### src/rtl/reg_cmd_pkg.sv
// Shared opcode constants and controller state encoding for the UART
// register-command controller.
package reg_cmd_pkg;

  localparam logic [7:0] WR_CMD = 8'hAA;
  localparam logic [7:0] RD_CMD = 8'hBB;

  typedef enum logic [2:0] {
    IDLE,
    WR_ADDR,
    WR_DATA,
    RD_ADDR,
    RD_WAIT,
    TX_SEND
  } state_e;

  // States in which the frame timer watches for a stalled host.
  function automatic logic is_timed(input state_e s);
    return s inside {WR_ADDR, WR_DATA, RD_ADDR, RD_WAIT};
  endfunction

endpackage

### src/rtl/frame_timer.sv
// Idle-cycle counter for an open frame; expire is high for the single cycle
// in which the count sits at TIMEOUT-1 while still enabled.
module frame_timer #(
  parameter int TIMEOUT = 1024
) (
  input  logic clk,
  input  logic rst_n,
  input  logic clear,
  input  logic enable,
  output logic expire
);

  localparam int CW = (TIMEOUT > 2) ? $clog2(TIMEOUT) : 1;

  logic [CW-1:0] cnt_q, cnt_d;

  always_comb begin
    // NOTE: give every always_comb output a default first so no path leaves it unassigned (no latch).
    cnt_d = cnt_q;
    if (clear) begin
      cnt_d = '0;
    end else if (enable) begin
      cnt_d = cnt_q + CW'(1);
    end
  end

  always_ff @(posedge clk or negedge rst_n) begin
    // NOTE: non-blocking assignments so every flop samples pre-edge values regardless of statement order.
    if (!rst_n) begin
      cnt_q <= '0;
    end else begin
      cnt_q <= cnt_d;
    end
  end

  assign expire = enable && !clear && (cnt_q == CW'(TIMEOUT - 1));

endmodule

### src/rtl/reg_cmd_ctrl.sv
// UART command decoder: AA,addr,data writes the register file; BB,addr reads
// it and forwards the read data to the UART transmitter.
module reg_cmd_ctrl
  import reg_cmd_pkg::*;
#(
  parameter int WIDTH   = 8,
  parameter int ADDR    = 4,
  parameter int TIMEOUT = 1024
) (
  input  logic             CLK,
  input  logic             RST,
  input  logic [WIDTH-1:0] RX_P_DATA,
  input  logic             RX_D_VLD,
  input  logic [WIDTH-1:0] RdData,
  input  logic             RdData_VLD,
  input  logic             TX_BUSY,
  output logic             WrEn,
  output logic             RdEn,
  output logic [ADDR-1:0]  Address,
  output logic [WIDTH-1:0] WrData,
  output logic [WIDTH-1:0] TX_P_DATA,
  output logic             TX_D_VLD,
  output logic             CTRL_BUSY,
  output logic             FRAME_ERR
);

  state_e           state_q, state_d;
  logic [ADDR-1:0]  addr_q, addr_d;
  logic [WIDTH-1:0] wr_data_q, wr_data_d;
  logic [WIDTH-1:0] tx_data_q, tx_data_d;
  logic             wr_en_q, wr_en_d;
  logic             rd_en_q, rd_en_d;
  logic             tx_vld_q, tx_vld_d;
  logic             busy_q, busy_d;
  logic             frame_err_q, frame_err_d;

  logic byte_acc, rd_hit, tmr_clear, tmr_enable, tmr_expire;

  // Bytes in RD_WAIT/TX_SEND are not "accepted"; they are simply dropped.
  assign byte_acc   = RX_D_VLD && (state_q inside {WR_ADDR, WR_DATA, RD_ADDR});
  assign rd_hit     = RdData_VLD && (state_q == RD_WAIT);
  assign tmr_clear  = !is_timed(state_q) || byte_acc || rd_hit;
  assign tmr_enable = is_timed(state_q) && !byte_acc && !rd_hit;

  frame_timer #(
    .TIMEOUT(TIMEOUT)
  ) u_frame_timer (
    .clk   (CLK),
    .rst_n (RST),
    .clear (tmr_clear),
    .enable(tmr_enable),
    .expire(tmr_expire)
  );

  always_comb begin
    state_d     = state_q;
    addr_d      = addr_q;
    wr_data_d   = wr_data_q;
    tx_data_d   = tx_data_q;
    wr_en_d     = 1'b0;
    rd_en_d     = 1'b0;
    tx_vld_d    = 1'b0;
    frame_err_d = 1'b0;

    unique case (state_q)
      IDLE: begin
        if (RX_D_VLD && RX_P_DATA == WIDTH'(WR_CMD)) state_d = WR_ADDR;
        else if (RX_D_VLD && RX_P_DATA == WIDTH'(RD_CMD)) state_d = RD_ADDR;
      end
      WR_ADDR: begin
        if (RX_D_VLD) begin
          addr_d  = RX_P_DATA[ADDR-1:0];
          state_d = WR_DATA;
        end
      end
      WR_DATA: begin
        if (RX_D_VLD) begin
          wr_data_d = RX_P_DATA;
          wr_en_d   = 1'b1;
          state_d   = IDLE;
        end
      end
      RD_ADDR: begin
        if (RX_D_VLD) begin
          addr_d  = RX_P_DATA[ADDR-1:0];
          rd_en_d = 1'b1;
          state_d = RD_WAIT;
        end
      end
      RD_WAIT: begin
        if (RdData_VLD) begin
          tx_data_d = RdData;
          state_d   = TX_SEND;
        end
      end
      TX_SEND: begin
        if (!TX_BUSY) begin
          tx_vld_d = 1'b1;
          state_d  = IDLE;
        end
      end
      default: state_d = IDLE;
    endcase

    // Expiry only fires when no byte/read data arrived this cycle, so it never
    // competes with a WrEn/RdEn decision above.
    if (tmr_expire) begin
      state_d     = IDLE;
      frame_err_d = 1'b1;
    end

    busy_d = (state_d != IDLE);
  end

  always_ff @(posedge CLK or negedge RST) begin
    if (!RST) begin
      state_q     <= IDLE;
      addr_q      <= '0;
      wr_data_q   <= '0;
      tx_data_q   <= '0;
      wr_en_q     <= 1'b0;
      rd_en_q     <= 1'b0;
      tx_vld_q    <= 1'b0;
      busy_q      <= 1'b0;
      frame_err_q <= 1'b0;
    end else begin
      state_q     <= state_d;
      addr_q      <= addr_d;
      wr_data_q   <= wr_data_d;
      tx_data_q   <= tx_data_d;
      wr_en_q     <= wr_en_d;
      rd_en_q     <= rd_en_d;
      tx_vld_q    <= tx_vld_d;
      busy_q      <= busy_d;
      frame_err_q <= frame_err_d;
    end
  end

  assign WrEn      = wr_en_q;
  assign RdEn      = rd_en_q;
  assign Address   = addr_q;
  assign WrData    = wr_data_q;
  assign TX_P_DATA = tx_data_q;
  assign TX_D_VLD  = tx_vld_q;
  assign CTRL_BUSY = busy_q;
  assign FRAME_ERR = frame_err_q;

endmodule

### config.mk
export PLATFORM = sky130hd
export DESIGN_NAME = reg_cmd_ctrl
export DESIGN_NICKNAME = d
export VERILOG_FILES = /design/src/rtl/reg_cmd_pkg.sv /design/src/rtl/frame_timer.sv /design/src/rtl/reg_cmd_ctrl.sv
export SDC_FILE = /design/constraint.sdc
export NUM_CORES = 1
export LEC_CHECK = 0
export CAP_MARGIN = 20
export CORE_MARGIN = 1
export CORE_UTILIZATION = 45
export CTS_BUF_LIST = sky130_fd_sc_hd__clkbuf_16
export CTS_CLUSTER_SIZE = 40
export DETAILED_ROUTE_END_ITERATION = 10
export DONT_BUFFER_PORTS = 1
export PLACE_DENSITY_LB_ADDON = 0.08
export SLEW_MARGIN = 20
export SYNTH_ARGS = -nofsm -noshare
export SYNTH_HDL_FRONTEND = slang
export SYNTH_SLANG_ARGS = --single-unit
### constraint.sdc
create_clock -name CLK -period 2.59 [get_ports CLK]
set_input_delay 0.518 -clock CLK [delete_from_list [all_inputs] [get_ports CLK]]
set_output_delay 0.518 -clock CLK [all_outputs]
set_load 0.01 [all_outputs]
---- Word level (Yosys, flattened, before mapping) ----
Index checks and enable logic that the tools add are counted.
storage, ports and cells
  flip-flop bits (word level) ............. 38
  input port bits ......................... 21
  output and inout port bits .............. 25
  word-level logic and storage cells ...... 59
operators by class
  add/subtract/negate cells ............... 1
  equal/unequal tests ..................... 8
  mux-type cells .......................... 17
  reduce and logical (&&, ||, !) cells .... 23
operator list
  operator                                              count
  two-way mux 3 bit                                     8
  two-way mux 10 bit                                    2
  case mux 3 bit (6 select lines)                       1
  equality test 8 bit (second input constant)           2
  adder 10 x 1 -> 10 bit (second input constant)        1
  equality test 10 bit (second input constant)          1
  logical AND 1 bit                                     8
  equality test 3 x 2 -> 1 bit (second input constant)  2
  equality test 3 bit (second input constant)           2
  two-way mux 1 bit                                     6
  AND reduction 2 bit                                   3
  nonzero test 3 bit                                    2
  zero test 1 bit                                       4
  nonzero test 4 bit                                    1
  equality test 3 x 1 -> 1 bit (second input constant)  1
  zero test 3 bit                                       1
  logical OR 1 bit                                      2
  nonzero test 2 bit                                    1
  OR reduction 2 bit                                    1

---- Longest topological paths before layout ----
Gate-level depths: netlist of the first run.
  depth after elaboration ................. 10
  mapped depth ............................ 5
  gate-level depth less buffers ........... 5

---- Hierarchy ----
From an unflattened synthesis of the first run, not the netlist that was laid out.
unflattened totals
  cell total of the unflattened synthesis .. 130
  area, all modules ....................... 1,691.6 um2
modules (own cells, without submodules)
  module        times used  cells an instance  area each (um2)  seq. area each (um2)
  reg_cmd_ctrl  1           81                 1,182.4          700.7
  frame_timer   1           49                 509.2            250.2

---- Worst setup path after synthesis of the first run ----
No wires, ideal clock.
  kind .................................... register -> register
  from .................................... register state_q[2]
  to ...................................... register wr_data_q[0] (netlist: WrData[0])
  setup time .............................. 0.125 ns
  data arrival time ....................... 1.378 ns
  data required time ...................... 2.465 ns
  setup slack ............................. 1.087 ns
  cell stages (with the launch flop) ...... 4
  path buffers ............................ 1
  period minus slack after synthesis ...... 1.503 ns
  cells stage by stage .................... dfrtp_1 buf_2 nor4b_4 mux2_2
between the ends
  longest elaborated chain between the ends .. 2
ends and longest elaborated chain
  element                        RTL line             RTL
  from (decl)                    reg_cmd_ctrl.sv:27   state_e state_q, state_d;
  from (signal assigned)         reg_cmd_ctrl.sv:127  state_q <= state_d;
  equality test 3 x 2 -> 1 bit   reg_cmd_ctrl.sv:65   unique case (state_q)
  AND reduction 2 bit (no line)  n/a
  to (signal assigned)           reg_cmd_ctrl.sv:129  wr_data_q <= wr_data_d;
  to (decl)                      reg_cmd_ctrl.sv:29   logic [WIDTH-1:0] wr_data_q, wr_data_d;
Every way passes these cells.
A chain may end at the register's enable or synchronous reset.

---- Final worst setup path of the first run ----
  from .................................... register state_q[0]
  to ...................................... register busy_q (netlist: CTRL_BUSY)
between the ends
  longest elaborated chain between the ends .. 10
  elaborated cells on any way between the ends .. 30
  classes of those cells .................. eq/ne: 5; mux: 9; reduce/logical: 16
ends and longest elaborated chain
  element                                                          RTL line                                                   RTL
  equality test 3 x 1 -> 1 bit (tied with other cells)             reg_cmd_pkg.sv:19, reg_cmd_ctrl.sv:40, reg_cmd_ctrl.sv:65
  nonzero test 4 bit / nonzero test 3 bit (equally long branches)  reg_cmd_pkg.sv:19, reg_cmd_ctrl.sv:40
  zero test 1 bit / logical AND 1 bit (equally long branches)      reg_cmd_ctrl.sv:42, reg_cmd_ctrl.sv:40
  logical OR 1 bit / zero test 1 bit (equally long branches)       reg_cmd_ctrl.sv:42, reg_cmd_ctrl.sv:43
  logical OR 1 bit / logical AND 1 bit (equally long branches)     reg_cmd_ctrl.sv:42, reg_cmd_ctrl.sv:43
  zero test 1 bit / logical AND 1 bit (equally long branches)      frame_timer.sv:36, reg_cmd_ctrl.sv:43
  logical AND 1 bit (2 in a row)                                   frame_timer.sv:36                                          assign expire = enable && !clear && (cnt_q == CW'(TIMEOUT - 1));
  two-way mux 3 bit (*)                                            reg_cmd_ctrl.sv:107                                        if (tmr_expire) begin
  nonzero test 3 bit (*)                                           reg_cmd_ctrl.sv:112                                        busy_d = (state_d != IDLE);
  named net busy_d                                                 reg_cmd_ctrl.sv:34                                         logic busy_q, busy_d;
  to (signal assigned)                                             reg_cmd_ctrl.sv:134                                        busy_q <= busy_d;
  to (decl)                                                        reg_cmd_ctrl.sv:34
Mark *: on every way through the listed nets, which the timed path passes. The rest lies on a longest branch.

==> results of run 1 <==
## registers in the layout, summed over array words and instances (netlist names)
signal               flops
TX_P_DATA                8
RdEn                     1
Address                  4
CTRL_BUSY                1
WrData                   8
WrEn                     1
state_q                  3
u_frame_timer.cnt_q     10
TX_D_VLD                 1
FRAME_ERR                1
## worst paths after layout
| kind | startpoint | endpoint | slack [ps] | cells after the start |
|---|---|---|---|---|
| setup / recovery | state_q[0]$_DFF_PN0_ | CTRL_BUSY$_DFF_PN0_ | 870 | 4 |
| hold / removal | RST | WrData[0]$_DFFE_PN0P_ | 70 | 1 |
| setup reg to reg | state_q[0]$_DFF_PN0_ | CTRL_BUSY$_DFF_PN0_ | 870 | 4 |
| hold reg to reg | u_frame_timer.cnt_q[0]$_DFF_PN0_ | u_frame_timer.cnt_q[0]$_DFF_PN0_ | 480 | 1 |
| max in group asynchronous | RST | WrData[7]$_DFFE_PN0P_ | 2340 | 1 |
| min in group CLK | RX_P_DATA[0] | WrData[0]$_DFFE_PN0P_ | 390 | 1 |
## Yosys cell counts
cell type	number	area (um2)
o32ai_1	1	8.76
or2b_1	1	7.51
nor2_1	15	56.3
a41oi_1	1	8.76
nand4_1	2	12.5
ha_1	1	12.5
and4_1	3	26.3
buf_2	4	20.0
o31a_1	1	8.76
inv_1	1	3.75
a31oi_1	3	18.8
nor2b_1	1	6.26
xnor2_1	2	17.5
nand3b_1	2	15.0
nand2b_1	2	12.5
nand3_1	4	20.0
inv_2	1	3.75
nor3_1	2	10.0
and4b_1	1	10.0
nand4b_1	1	8.76
or4b_1	1	10.0
a21oi_1	1	5.00
mux2_2	20	225
mux2i_1	1	10.0
o21ai_2	1	8.76
dfrtp_1	38	951
nand2_1	4	15.0
and3_1	1	6.26
nor4b_4	1	23.8
xor2_1	7	61.3
## through the flow
step	util (%)	instances	power, mW	hold WS, ps	worst slack, ps
floorplan	-	124	0.715	222	1090
global placement	48.8	166	0.723	223	905
detailed placement	48.8	166	0.727	223	877
CTS	53.6	175	1.31	77.4	859
global route	53.6	175	1.34	79.8	694
finish	53.6	175	1.29	71.8	874
## cell type report
| class | count | area share [%] |
|---|---|---|
| Tap cell | 46 | 3.19 |
| Multi-Input combinational cell | 80 | 34.7 |
| Timing Repair Buffer | 1 | 1.11 |
| Sequential cell | 38 | 52.7 |
| Clock inverter | 3 | 0.902 |
| Clock buffer | 5 | 6.94 |
| Inverter | 2 | 0.416 |
## critical path: cells and delay by family, from the launching register on
kind            cells  cell delay [ps]
compound gates      3              570
simple gates        1              540
flops               1              480
## cells in the final DEF (no fill, tap or decap), types with 2 or more instances in the layout
cell type | netlist | layout
clkbuf_16 | 0 | 5
xor2_1 | 7 | 7
a31oi_1 | 3 | 3
nand4_1 | 2 | 2
nand2_1 | 4 | 4
nand3b_1 | 2 | 2
and4_1 | 3 | 3
nand2b_1 | 2 | 2
nand3_1 | 4 | 4
mux2_2 | 20 | 20
dfrtp_1 | 38 | 38
nor3_1 | 2 | 2
nor2_1 | 15 | 15
xnor2_1 | 2 | 2
## power groups by stage
stage	sequential (mW)	combinational, mW	clock [mW]
2_1_floorplan	0.676	0.0391	0
3_3_place_gp	0.683	0.0406	0
3_5_place_dp	0.683	0.0439	0
4_1_cts	0.674	0.0582	0.583
5_1_grt	0.679	0.0635	0.603
6_report	0.673	0.0559	0.565
## metal layers
layer / part of all wire [%] / global-route usage, %
met5: 0 / 0
met4: 2.9 / 11.4
met2: 47 / 23.5
met1: 42 / 19.9
met3: 8.9 / 6.42
## cell families (layout without fill, tap and decap cells)
family | after synthesis | after routing
AND/OR/NAND/NOR | 41 | 41
buffers and inverters | 6 | 11
adder cells (fa/ha/maj) | 1 | 1
XOR/XNOR | 9 | 9
multiplexers | 21 | 21
AO/OA/AOI/OAI | 8 | 8
flip-flops | 38 | 38
==> results.md, run 1 <==
- Status: complete, no violations
- Switch Pwr: approximately 0.28 mW
- DR DRC count: 0
- Routed len/inst: between 15 and 20 um
- Flops & latches, synth: 38
- Gate power share: 4.3%
- Startpoint types: register
- Routed wire length: ~2700 um
- Main combinational cell family by area after synthesis: simple AND/OR/NAND/NOR gates
- Post-synth net total: ~150
- Initial antenna violation count: 0
- Clk sinks: 38
- Final setup fails: 0
- IO Pins: 46
- Sw frac: between 20 and 25%
- Reg power frac: between 50 and 60%
- Crit end category: register
- RSZ-0062 raised after global routing: false
- Initial DRC Count: 44
- Die Wd: between 60 and 70 um
- Synth Area in Compound Gates: about 3.7%
- Antenna Cells: 0
- Port Buffers: 0
- Avg Inst Size Synth: ~13 um2
- Yosys cell types: 30
- Hold WC Path Type: input pin to asynchronous set/reset pin
- Register area share after synthesis: 59.3%
- Syn Std Cell Area: between 1500 and 2000 um2
- Tot GR Track Use: between 10% and 20%
- Worst slew margin: roughly 58%
- Crit path required time: 2740 ps
- Syn Inst Count: between 100 and 150
- YS warnings: 0
- Die Area: between 3000 and 4000 um2
- Gr ovfl total: 0
- Total of max-cap violations: 0
- FMAX: between 500 and 600 MHz
- Post-CTS repair timing setup buffer count: 0
- Initial Utilization: between 40% and 50%
- Synthesis-to-finish area growth: 12.4%
- Post-CTS sizing: 0
- Hold Fails Final Rpt: 0
- Die H: approximately 62 um
- Critical path class: register to register
- Largest net degree at the start of global routing: 39
- Int Power: between 1 and 1.5 mW
- Max rail drop VDD: just under 400 uV
- CP arrival: between 1500 and 2000 ps
- CTS clock-pin slew for the worst setup and hold paths: approximately 50 ps
- Reg area: 951 um2
- Vias in the first global route: approximately 950
- H-tree depth: 2
- Worst-path cell chain: or4b_1 > o31a_1 > o21ai_2 > a31oi_1
- CTS tree: yes
- Worst slew pin tran: about 630 ps
- Fin nets: 150
- Pwr/cell area: just over 700 nW/um2
- Core Rows: 21
- CP max stage delay: around 540 ps
- Final ANT Viol Nets: 0
- Vias: 942
- Final instance area: approximately 1800 um2
- Final GP Congestion: around 0.79
- Clk network pwr share: 43.7%
- Cts bufs inserted: 5
- Post-Synth XOR/XNOR Area: under 10%
- CTS root buffer: clkbuf_16
- Synth Area in Simple Gates: between 10% and 20%
- Final Critical Period: roughly 1700 ps
- P_leak: a little over 0.8 nW
- Fin Clk Skew: roughly 4.4 ps
- DP HPWL: 1930 um
- Part of the cycle the worst path needs: 66.2%
- Combined area of the multi-input logic cells: ~630 um2
- CTS Buffer Depth: 2
- Fillers: approximately 320
- Multiplexer share of the synthesized area: 14.7%
- Area of placed instances: roughly 1600 um2
- Setup TNS: 0 ps
- Core Region: approximately 3400 um2
- Vias/cell: around 5.4
- First-pass GRT wire length: between 4000 and 5000 um
- Adder-Cell Fraction of Synth Area: less than 1%
- # hold bufs at CTS: 1
- Final Max Slew Viols: 0
- Proportion of layout cells with a drive suffix above 1: roughly a quarter
- Slowest CP cell: or4b_1
- Max FO, Critical Path: 12
- Clk_lat worst skew: 280 ps
- Drt first pass iters: 4
Note: power is estimated with default switching activity, not from simulation.
==> run 2, diff against run 1 <==
==> constraint.sdc (replaced) <==
create_clock -name CLK -period 1.41 [get_ports CLK]
set_input_delay 0.282 -clock CLK [delete_from_list [all_inputs] [get_ports CLK]]
set_output_delay 0.282 -clock CLK [all_outputs]
set_load 0.01 [all_outputs]
==> run 2 against run 1 <==
The flow now finishes with violations (negative setup slack); register-to-register slack worse by 960 ps; first-iteration DRC count down 55%; clock power up 82%; count of clock-buffer cells in the layout unchanged; sequential power up 84%.
==> results.md, run 2 (synthesized netlist as in run 1, its figures left out) <==
- Status: finished with violations
- Failing checks: negative setup slack
- DP HPWL: approximately 2000 um
- Crit path required time: between 1500 and 2000 ps
- FMAX: about 670 MHz
- Clk sinks: 38
- Vias/cell: between 5 and 6
- CTS Buffer Depth: 2
- Port Buffers: 0
- CTS tree: yes
- CTS clock-pin slew for the worst setup and hold paths: about 50 ps
- Reg power frac: 51.2%
- Max FO, Critical Path: 5
- Cts bufs inserted: 5
- Initial Utilization: 47.7%
- Final instance area: ~2000 um2
- Core Region: between 3000 and 4000 um2
- Final Critical Period: around 1500 ps
- First-pass GRT wire length: around 4600 um
- Clk network pwr share: a little over two fifths
- Vias in the first global route: 1076
- Fin Clk Skew: a little under 2 ps
- Routed wire length: between 3000 and 4000 um
- Reg2Reg Depth: 4
- Vias: between 1000 and 1500
- Antenna Cells: 0
- Die H: between 60 and 70 um
- Total of max-cap violations: 0
- R2r endpoint: CTRL_BUSY$_DFF_PN0_
- Max rail drop VDD: ~840 uV
- Worst slew margin: 78.7%
- Max FFs per register: 10
- Switch Pwr: between 0.5 and 0.6 mW
- Final Total Pwr: roughly 2.4 mW
- Die Wd: approximately 62 um
- Gate power share: ~6%
- Top reg by flops: u_frame_timer.cnt_q
- Proportion of layout cells with a drive suffix above 1: 35.6%
- Critical path class: register to register
- Final Max Slew Viols: 0
- Worst reg2reg path startpoint: state_q[1]$_DFF_PN0_
- Initial DRC Count: 20
- Area of placed instances: 1750 um2
- Flop2flop setup slack: -80 ps
- Initial antenna violation count: 0
- Int Power: 1.89 mW
- Leading cell type in the layout, fill and taps excluded: dfrtp_1
- Worst slew pin tran: approximately 320 ps
- CTS root buffer: clkbuf_16
- CP arrival: around 1600 ps
- Routed len/inst: 16.1 um
- Util after Layout: roughly three fifths
- DR DRC count: 0
- CP startpoint: state_q[1]$_DFF_PN0_
- Core Rows: 21
- Most frequent cells in the layout: dfrtp_1, buf_4, nor2_1
- Final worst slack: -82.6 ps
- IO Pins: 46
- Startpoint types: register
- Die Area: 3810 um2
- Crit end category: register
- Tot GR Track Use: between 10% and 20%
- Synthesis-to-finish area growth: 25.8%
- P_leak: roughly 0.94 nW
- H-tree depth: 2
- Gr ovfl total: 0
- Part of the cycle the worst path needs: 106%
- Drt first pass iters: 3
- Final setup fails: 30
- Final GP Congestion: between 0.7 and 0.8
- Pwr/cell area: approximately 1200 nW/um2
- Final ANT Viol Nets: 0
- CP endpoint: CTRL_BUSY$_DFF_PN0_
- Sw frac: 21.7%
- Hold Fails Final Rpt: 0
- Largest net degree at the start of global routing: 39
- Fin nets: between 150 and 200
- Hold WC Path Type: input pin to register
- Hold slack: approximately 150 ps
- Clk_lat worst skew: around 270 ps
- RSZ-0062 raised after global routing: true
-- run 2: layout make-up --
type / instances / area (um2)
Fill cell: 300 / 1350
Tap cell: 46 / 57.6
Inverter: 2 / 7.51
Multi-Input combinational cell: 80 / 671
Sequential cell: 38 / 952
Clock buffer: 5 / 125
Timing Repair Buffer: 21 / 193
Clock inverter: 3 / 12.5
-- run 2: layer usage --
metal / vias to the layer above / GRT usage, % / share of wire, %
met2: 29 / 26.9 / 48
li1: 488 / - / -
met3: 2 / 6.21 / 5.8
met4: 0 / 9.21 / 0.70
met1: 511 / 20.9 / 45
met5: - / 0 / 0
-- run 2: worst max-delay path, stage by stage, from the launching register on --
cell and delay (ps):
dfrtp_1 400, or4b_1 520, o31a_1 170, o21ai_2 200, a31oi_1 60
-- run 2: what timing repair did --
action / CTS / global route
endpoints found under the hold margin: 38 / 0
gates resized for setup: 5 / 10
setup buffers: 2 / 4
hold buffers: 2 / 0
pin swaps: 4 / 4
cloned: 0 / 1
endpoints found under the setup margin: 21 / 30
-- run 2: how the worst min path moves through the flow --
| stage | slack (ps) | cells after the start | start | end |
|---|---|---|---|---|
| after floorplan | -10 | 0 | RST | Address[0]$_DFFE_PN0P_ |
| after global placement | -10 | 0 | RST | TX_P_DATA[1]$_DFFE_PN0P_ |
| after detailed placement | -10 | 0 | RST | TX_P_DATA[7]$_DFFE_PN0P_ |
| after CTS | 150 | 1 | RX_P_DATA[1] | WrData[1]$_DFFE_PN0P_ |
| after global routing | 150 | 1 | RdData[6] | TX_P_DATA[6]$_DFFE_PN0P_ |
| final | 150 | 1 | RX_P_DATA[6] | WrData[6]$_DFFE_PN0P_ |
-- run 2: metrics by stage --
stage               instances  worst slack, ps  setup TNS [ps]
global placement          178            -50.9            -289
finish                    195            -82.6           -1220
CTS                       190            -94.3            -742
detailed placement        178            -95.9            -842
floorplan                 124            -75.3            -558
global route              195             -177           -2970
-- run 2: power by group through the flow --
stage / Sequential [mW] / Combinational (mW) / Clock, mW
after global placement: 1.25 / 0.0825 / 0
after detailed placement: 1.25 / 0.0870 / 0
after CTS: 1.24 / 0.120 / 1.06
final: 1.24 / 0.144 / 1.03
after floorplan: 1.24 / 0.0757 / 0
after global routing: 1.24 / 0.159 / 1.11
